**config.mk**
```make
export PLATFORM = sky130hd
export DESIGN_NAME = win_conv_engine
export DESIGN_NICKNAME = d
export VERILOG_FILES = /design/src/rtl/img_pkg.sv /design/src/rtl/win_mac.sv /design/src/rtl/win_conv_engine.sv
export SDC_FILE = /design/constraint.sdc
export NUM_CORES = 1
export LEC_CHECK = 0
export CAP_MARGIN = 0
export CORE_ASPECT_RATIO = 0.5
export CORE_MARGIN = 2
export CORE_UTILIZATION = 35
export DETAILED_ROUTE_END_ITERATION = 10
export GPL_TIMING_DRIVEN = 0
export SLEW_MARGIN = 20
export SYNTH_ARGS = -nofsm -noshare
export SYNTH_HDL_FRONTEND = slang
export SYNTH_SLANG_ARGS = --single-unit
export TNS_END_PERCENT = 10
```
**constraint.sdc**
```tcl
create_clock -name clk_i -period 4.5 [get_ports clk_i]
set_input_delay 0.9 -clock clk_i [delete_from_list [all_inputs] [get_ports clk_i]]
set_output_delay 0.9 -clock clk_i [all_outputs]
set_load 0.005 [all_outputs]
```
**src/rtl/img_pkg.sv**
```systemverilog
// Shared image-pipeline constants and helpers for frame buffers and the window conv engine.
package img_pkg;

  localparam int unsigned IMG_WD_DEF   = 16;
  localparam int unsigned IMG_HT_DEF   = 16;
  localparam int unsigned PXL_BITS_DEF = 12;

  typedef enum logic [1:0] {
    StIdle,
    StScan,
    StDrain,
    StDone
  } conv_state_e;

  // Wide enough that a full window of extreme products can never overflow.
  function automatic int unsigned acc_bits(input int unsigned pxl_bits,
                                           input int unsigned coef_bits,
                                           input int unsigned taps);
    return pxl_bits + coef_bits + $clog2(taps);
  endfunction

  // Bit offset of row-major window entry [y][x] in a flattened vector.
  function automatic int unsigned flat_idx(input int unsigned y,
                                           input int unsigned x,
                                           input int unsigned win_wd,
                                           input int unsigned elem_bits);
    return (y * win_wd + x) * elem_bits;
  endfunction

endpackage

```
**src/rtl/win_mac.sv**
```systemverilog
// Combinational signed window multiply-accumulate with result narrowing.
// Define CONV_SAT_EN to saturate the result; otherwise it wraps to PXL_BITS.
module win_mac
  import img_pkg::*;
#(
  parameter int unsigned WIN_WD    = 3,
  parameter int unsigned WIN_HT    = 3,
  parameter int unsigned PXL_BITS  = 12,
  parameter int unsigned COEF_BITS = 4
) (
  input  logic        [WIN_HT*WIN_WD*PXL_BITS-1:0]  data_flat_i,
  input  logic        [WIN_HT*WIN_WD*COEF_BITS-1:0] coef_flat_i,
  output logic signed [PXL_BITS-1:0]                result_o
);

  localparam int unsigned Taps     = WIN_WD * WIN_HT;
  localparam int unsigned ProdBits = PXL_BITS + COEF_BITS;
  localparam int unsigned AccBits  = acc_bits(PXL_BITS, COEF_BITS, Taps);

  logic signed [PXL_BITS-1:0]  pxl;
  logic signed [COEF_BITS-1:0] coef;
  logic signed [ProdBits-1:0]  prod;
  logic signed [AccBits-1:0]   acc;

  always_comb begin
    pxl  = '0;
    coef = '0;
    prod = '0;
    acc  = '0;
    for (int unsigned y = 0; y < WIN_HT; y++) begin
      for (int unsigned x = 0; x < WIN_WD; x++) begin
        pxl  = data_flat_i[flat_idx(y, x, WIN_WD, PXL_BITS) +: PXL_BITS];
        coef = coef_flat_i[flat_idx(y, x, WIN_WD, COEF_BITS) +: COEF_BITS];
        prod = ProdBits'(pxl) * ProdBits'(coef);
        acc  = acc + AccBits'(prod);
      end
    end
  end

`ifdef CONV_SAT_EN
  localparam logic signed [AccBits-1:0] SatMax =
    {{(AccBits - PXL_BITS + 1){1'b0}}, {(PXL_BITS - 1){1'b1}}};
  localparam logic signed [AccBits-1:0] SatMin =
    {{(AccBits - PXL_BITS + 1){1'b1}}, {(PXL_BITS - 1){1'b0}}};

  always_comb begin
    if (acc > SatMax) begin
      result_o = SatMax[PXL_BITS-1:0];
    end else if (acc < SatMin) begin
      result_o = SatMin[PXL_BITS-1:0];
    end else begin
      result_o = acc[PXL_BITS-1:0];
    end
  end
`else
  assign result_o = acc[PXL_BITS-1:0];
`endif

endmodule

```
**src/rtl/win_conv_engine.sv**
```systemverilog
// Raster-scans the source frame buffer, convolves each window and writes the result.
// Narrowing behaviour follows CONV_SAT_EN inside win_mac.
module win_conv_engine
  import img_pkg::*;
#(
  parameter int unsigned IMG_WD     = IMG_WD_DEF,
  parameter int unsigned IMG_HT     = IMG_HT_DEF,
  parameter int unsigned COORD_BITS = 4,
  parameter int unsigned WIN_WD     = 3,
  parameter int unsigned WIN_HT     = 3,
  parameter int unsigned PXL_BITS   = PXL_BITS_DEF,
  parameter int unsigned COEF_BITS  = 4
) (
  input  logic                                clk_i,
  input  logic                                rst_ni,
  input  logic                                start_i,
  input  logic [WIN_HT*WIN_WD*COEF_BITS-1:0]  kernel_flat_i,
  output logic                                busy_o,
  output logic                                done_o,
  output logic                                rd_en_o,
  output logic [COORD_BITS-1:0]               rd_x_o,
  output logic [COORD_BITS-1:0]               rd_y_o,
  input  logic [WIN_HT*WIN_WD*PXL_BITS-1:0]   rd_data_flat_i,
  output logic                                wr_en_o,
  output logic [COORD_BITS-1:0]               wr_x_o,
  output logic [COORD_BITS-1:0]               wr_y_o,
  output logic [PXL_BITS-1:0]                 wr_data_pxl_o
);

  localparam logic [COORD_BITS-1:0] XLast = COORD_BITS'(IMG_WD - 1);
  localparam logic [COORD_BITS-1:0] YLast = COORD_BITS'(IMG_HT - 1);

  conv_state_e                state_q;
  logic                       done_q;
  logic                       rd_en_q;
  logic [COORD_BITS-1:0]      rd_x_q;
  logic [COORD_BITS-1:0]      rd_y_q;
  logic                       wr_en_q;
  logic [COORD_BITS-1:0]      wr_x_q;
  logic [COORD_BITS-1:0]      wr_y_q;
  logic signed [PXL_BITS-1:0] wr_data_q;
  logic signed [PXL_BITS-1:0] mac_res;

  win_mac #(
    .WIN_WD    (WIN_WD),
    .WIN_HT    (WIN_HT),
    .PXL_BITS  (PXL_BITS),
    .COEF_BITS (COEF_BITS)
  ) u_win_mac (
    .data_flat_i (rd_data_flat_i),
    .coef_flat_i (kernel_flat_i),
    .result_o    (mac_res)
  );

  always_ff @(posedge clk_i or negedge rst_ni) begin
    if (!rst_ni) begin
      state_q   <= StIdle;
      done_q    <= 1'b0;
      rd_en_q   <= 1'b0;
      rd_x_q    <= '0;
      rd_y_q    <= '0;
      wr_en_q   <= 1'b0;
      wr_x_q    <= '0;
      wr_y_q    <= '0;
      wr_data_q <= '0;
    end else begin
      done_q  <= 1'b0;
      wr_en_q <= rd_en_q;
      // Buffer answers combinationally, so the product is captured with its read.
      if (rd_en_q) begin
        wr_x_q    <= rd_x_q;
        wr_y_q    <= rd_y_q;
        wr_data_q <= mac_res;
      end
      unique case (state_q)
        StIdle: begin
          if (start_i) begin
            state_q <= StScan;
            rd_en_q <= 1'b1;
            rd_x_q  <= '0;
            rd_y_q  <= '0;
          end
        end
        StScan: begin
          if (rd_x_q == XLast && rd_y_q == YLast) begin
            state_q <= StDrain;
            rd_en_q <= 1'b0;
          end else if (rd_x_q == XLast) begin
            rd_x_q <= '0;
            rd_y_q <= rd_y_q + 1'b1;
          end else begin
            rd_x_q <= rd_x_q + 1'b1;
          end
        end
        StDrain: begin
          state_q <= StDone;
          done_q  <= 1'b1;
        end
        StDone: begin
          state_q <= StIdle;
        end
        default: begin
          state_q <= StIdle;
        end
      endcase
    end
  end

  assign busy_o        = (state_q != StIdle);
  assign done_o        = done_q;
  assign rd_en_o       = rd_en_q;
  assign rd_x_o        = rd_x_q;
  assign rd_y_o        = rd_y_q;
  assign wr_en_o       = wr_en_q;
  assign wr_x_o        = wr_x_q;
  assign wr_y_o        = wr_y_q;
  assign wr_data_pxl_o = wr_data_q;

endmodule

```
==> results.md, run 1 <==
* Initial antenna violation count at 7
* Port bufs at 169
* Seq/Total Area, Yosys at 6.51%
* CP Launch Type: primary input
* Cells after synthesis at 1356
* Post-synth EDFFs at 0
* RSZ-0062 raised after global routing: true
* Final min period at 6.99 ns
* Register-to-Register Path Depth at 9
* Final Hold Slack at 0.422 ns
* Syn Std Cell Area at 12700 µm²
* GRT overflow at 0
* Multi-input gate area at ~11000 µm²
* Final hold violations at 0
* Failing checks: setup timing
* Row count at 49
* Antenna viol nets, final at 0
* Fillers at 3595
* Worst Path Required at 4.64 ns
* Crit share post-route at 155%
* Pre-antenna DRT Iters at 5
* Min setup slack post-route at -2.49 ns
* Area of placed instances at around 15000 µm²
* Largest net degree at the start of global routing at 32
* Final setup viols at 11
* Hold Buf Count CTS at 0
* Worst setup startpoint: rd_data_flat_i[76]
* Die X at ~270 µm
* DRT iter0 DRCs at 473
* Post-DP HPWL at slightly above 30000 µm
* Clock skew after layout at 0.00319 ns
* Status: complete, but fails checks
* Flip-flop and latch area at 826 µm²
* Fin nets at 2090
* Die Y at 139 µm
* Final WL at 34200 µm
* # DRC at 0
* First-pass GRT wire length at between 50000 and 60000 µm
* Critical path arrival at 7.13 ns
* CTS tree: yes
* Worst reg2reg setup slack at between 2 and 2.5 ns
* Worst Hold Class: primary input to async pin
* Worst reg2reg endpoint: rd_x_o[2]
* Global-route usage over all layers at around a fifth
* R2R Path Start: rd_x_o[0]
* Total die area at approximately 38000 µm²
* Vias post-DR at 8980
* Max-slew headroom at 57.4%
* Core area at 35800 µm²
* Avg Inst Size Synth at roughly 9.4 µm²
* Seq cells post-synth at 33
* F_max at about 140 MHz
* Syn Nets at around 1900
* Clk_lat worst skew at about 0.27 ns
* Slew @ Worst Pin at 0.639 ns
* Vias in the first global route at about 9600
* Share of post-route cells with drive strength above 1 at 11.2%
* Vias per cell at 4.39
* I/O pin count at ~180
* Cell variety after synth at 35
* RePlAce Congestion at 0.871
* Setup TNS at -20.87 ns
* Starting density of the core at 35.4%
* H-tree Lvls at 2
* Num CTS Buffers at 5
* Clk Tree Root Cell: clkbuf_16
* Yosys warns at 0
* Non-Filler Instances at 2047
* Clock buffer depth at 2
* Post-placement cell count at ~2000
* Wire per inst at 16.7 µm
* Max cap viols at 0
* Async SR Flop Fraction at 100%
* Clock Sinks at 33
* Post-route cell area at around 16000 µm²
* CP Class: primary input to flip-flop
* Fin. max-slew vios at 0
* CTS clock-pin slew for the worst setup and hold paths at 0.05 ns
* Ys flop type: dfrtp_1
* Crit-path max FO at 4
* Area growth, synth to finish at 23.7%
* CP Capture Type: flip-flop
-- how the worst max path moves through the flow --
stage	cells past startpoint	end	slack, ns
floorplan	26	wr_data_pxl_o[10]	-2.28
global placement	22	wr_data_pxl_o[11]	-4.43
detailed placement	22	wr_data_pxl_o[11]	-4.42
CTS	24	wr_data_pxl_o[11]	-2.56
global route	20	wr_data_pxl_o[11]	-2.68
finish	20	wr_data_pxl_o[11]	-2.49
-- sequential cells by signal, indices dropped and copies added (netlist names) --
register,cells
done_o,1
rd_en_o,1
rd_x_o,4
rd_y_o,4
state_q,2
wr_data_pxl_o,12
wr_en_o,1
wr_x_o,4
wr_y_o,4
-- cell usage after synthesis, types with 13 or more instances --
library cell | count | area share [%]
ha_1 | 70 | 6.9
xnor2_1 | 61 | 4.2
fa_1 | 314 | 50
mux2_2 | 17 | 1.5
and2_1 | 120 | 5.9
dfrtp_1 | 33 | 6.5
clkbuf_1 | 21 | 0.62
nand2_1 | 199 | 5.9
nor2b_1 | 24 | 1.2
nor2_1 | 17 | 0.50
nand2b_1 | 39 | 1.9
xor2_1 | 13 | 0.90
inv_1 | 351 | 10
o21ai_0 | 17 | 0.67
-- timing repair --
item	4_1_cts	5_1_grt
gates resized for setup	252	67
gates cloned	5	0
setup buffers	24	0
endpoints found under the setup margin	12	11
pin swaps	63	51
-- stage by stage --
stage          util (%)  setup WS [ns]
2_1_floorplan         -          -2.28
3_3_place_gp       42.1          -4.43
3_5_place_dp       42.2          -4.42
4_1_cts            43.6          -2.56
5_1_grt            43.8          -2.68
6_report           43.8          -2.49
-- kinds of logic after synthesis --
group | count (synthesis) | share of synthesized area [%]
AND/OR/NAND/NOR | 425 | 16.8
buffers and inverters | 382 | 11.4
XOR/XNOR | 77 | 5.59
AO/OA/AOI/OAI | 37 | 1.66
multiplexers | 18 | 1.59
flip-flops | 33 | 6.51
adder cells (fa/ha/maj) | 384 | 56.5
-- critical path: stages --
cell,delay (ns)
dlygate4sd2_1,0.31
or2b_1,0.27
fa_1,0.56
fa_1,0.45
fa_1,0.54
inv_1,0.05
fa_1,0.49
fa_1,0.55
fa_1,0.51
fa_1,0.49
inv_1,0.06
fa_1,0.49
inv_1,0.05
ha_1,0.20
or4_1,0.52
o21ai_2,0.20
o21ai_2,0.09
a21oi_2,0.16
xor2_2,0.16
a21oi_1,0.08
-- per-layer routing --
layer	global-route usage [%]	share of wire (%)	vias to the layer above
li1	-	-	4261
met1	26.8	46	4528
met2	30.9	48	159
met3	2.63	4.3	32
met4	3.34	1.6	0
met5	0	0	-
-- cell usage in the layout, fill, tap and decap left out, drive strengths merged, types with 3 or more instances in the layout --
cell           netlist  routed
a21boi               3       3
a21oi                9       9
and2               120     120
and2b                4       4
buf                  9      59
clkbuf              21      29
clkdlybuf4s15        0       6
clkdlybuf4s50        0      53
clkinv               1       3
dfrtp               33      33
diode                0       3
dlygate4sd2          0      72
dlymetal6s2s         0      13
fa                 314     314
ha                  70      70
inv                351     351
mux2                17      17
nand2              199     199
nand2b              39      39
nand3                3       3
nor2                17      17
nor2b               24      24
nor3                 5       5
o21ai               17      17
or2b                10      10
xnor2               62      62
xor2                13      13
-- area by class of cell --
class                           instances  share of cell area [%]
Buffer                                 27                    1.92
Inverter                              352                    8.45
Clock inverter                          2                  0.0638
Clock buffer                            6                   0.821
Sequential cell                        33                    5.26
Antenna cell                            3                  0.0478
Timing Repair Buffer                  199                    11.7
Multi-Input combinational cell        941                    67.8
Tap cell                              484                    3.86
Power of run 1 is not shown: default switching activity piles up to over one toggle a cycle in this logic, so the estimate is an artifact.
==> run 2: changes to the inputs <==
--- a/config.mk
+++ b/config.mk
@@ -5,11 +5,11 @@
 export SDC_FILE = /design/constraint.sdc
 export NUM_CORES = 1
 export LEC_CHECK = 0
-export CAP_MARGIN = 0
 export CORE_ASPECT_RATIO = 0.5
 export CORE_MARGIN = 2
 export CORE_UTILIZATION = 35
 export DETAILED_ROUTE_END_ITERATION = 10
+export GPL_ROUTABILITY_DRIVEN = 0
 export GPL_TIMING_DRIVEN = 0
 export SLEW_MARGIN = 20
 export SYNTH_ARGS = -nofsm -noshare
==> results of run 2 <==
Same layout as run 1: the final DEF is identical, and so are final timing and power.
Power of run 2 is left out for the same reason.
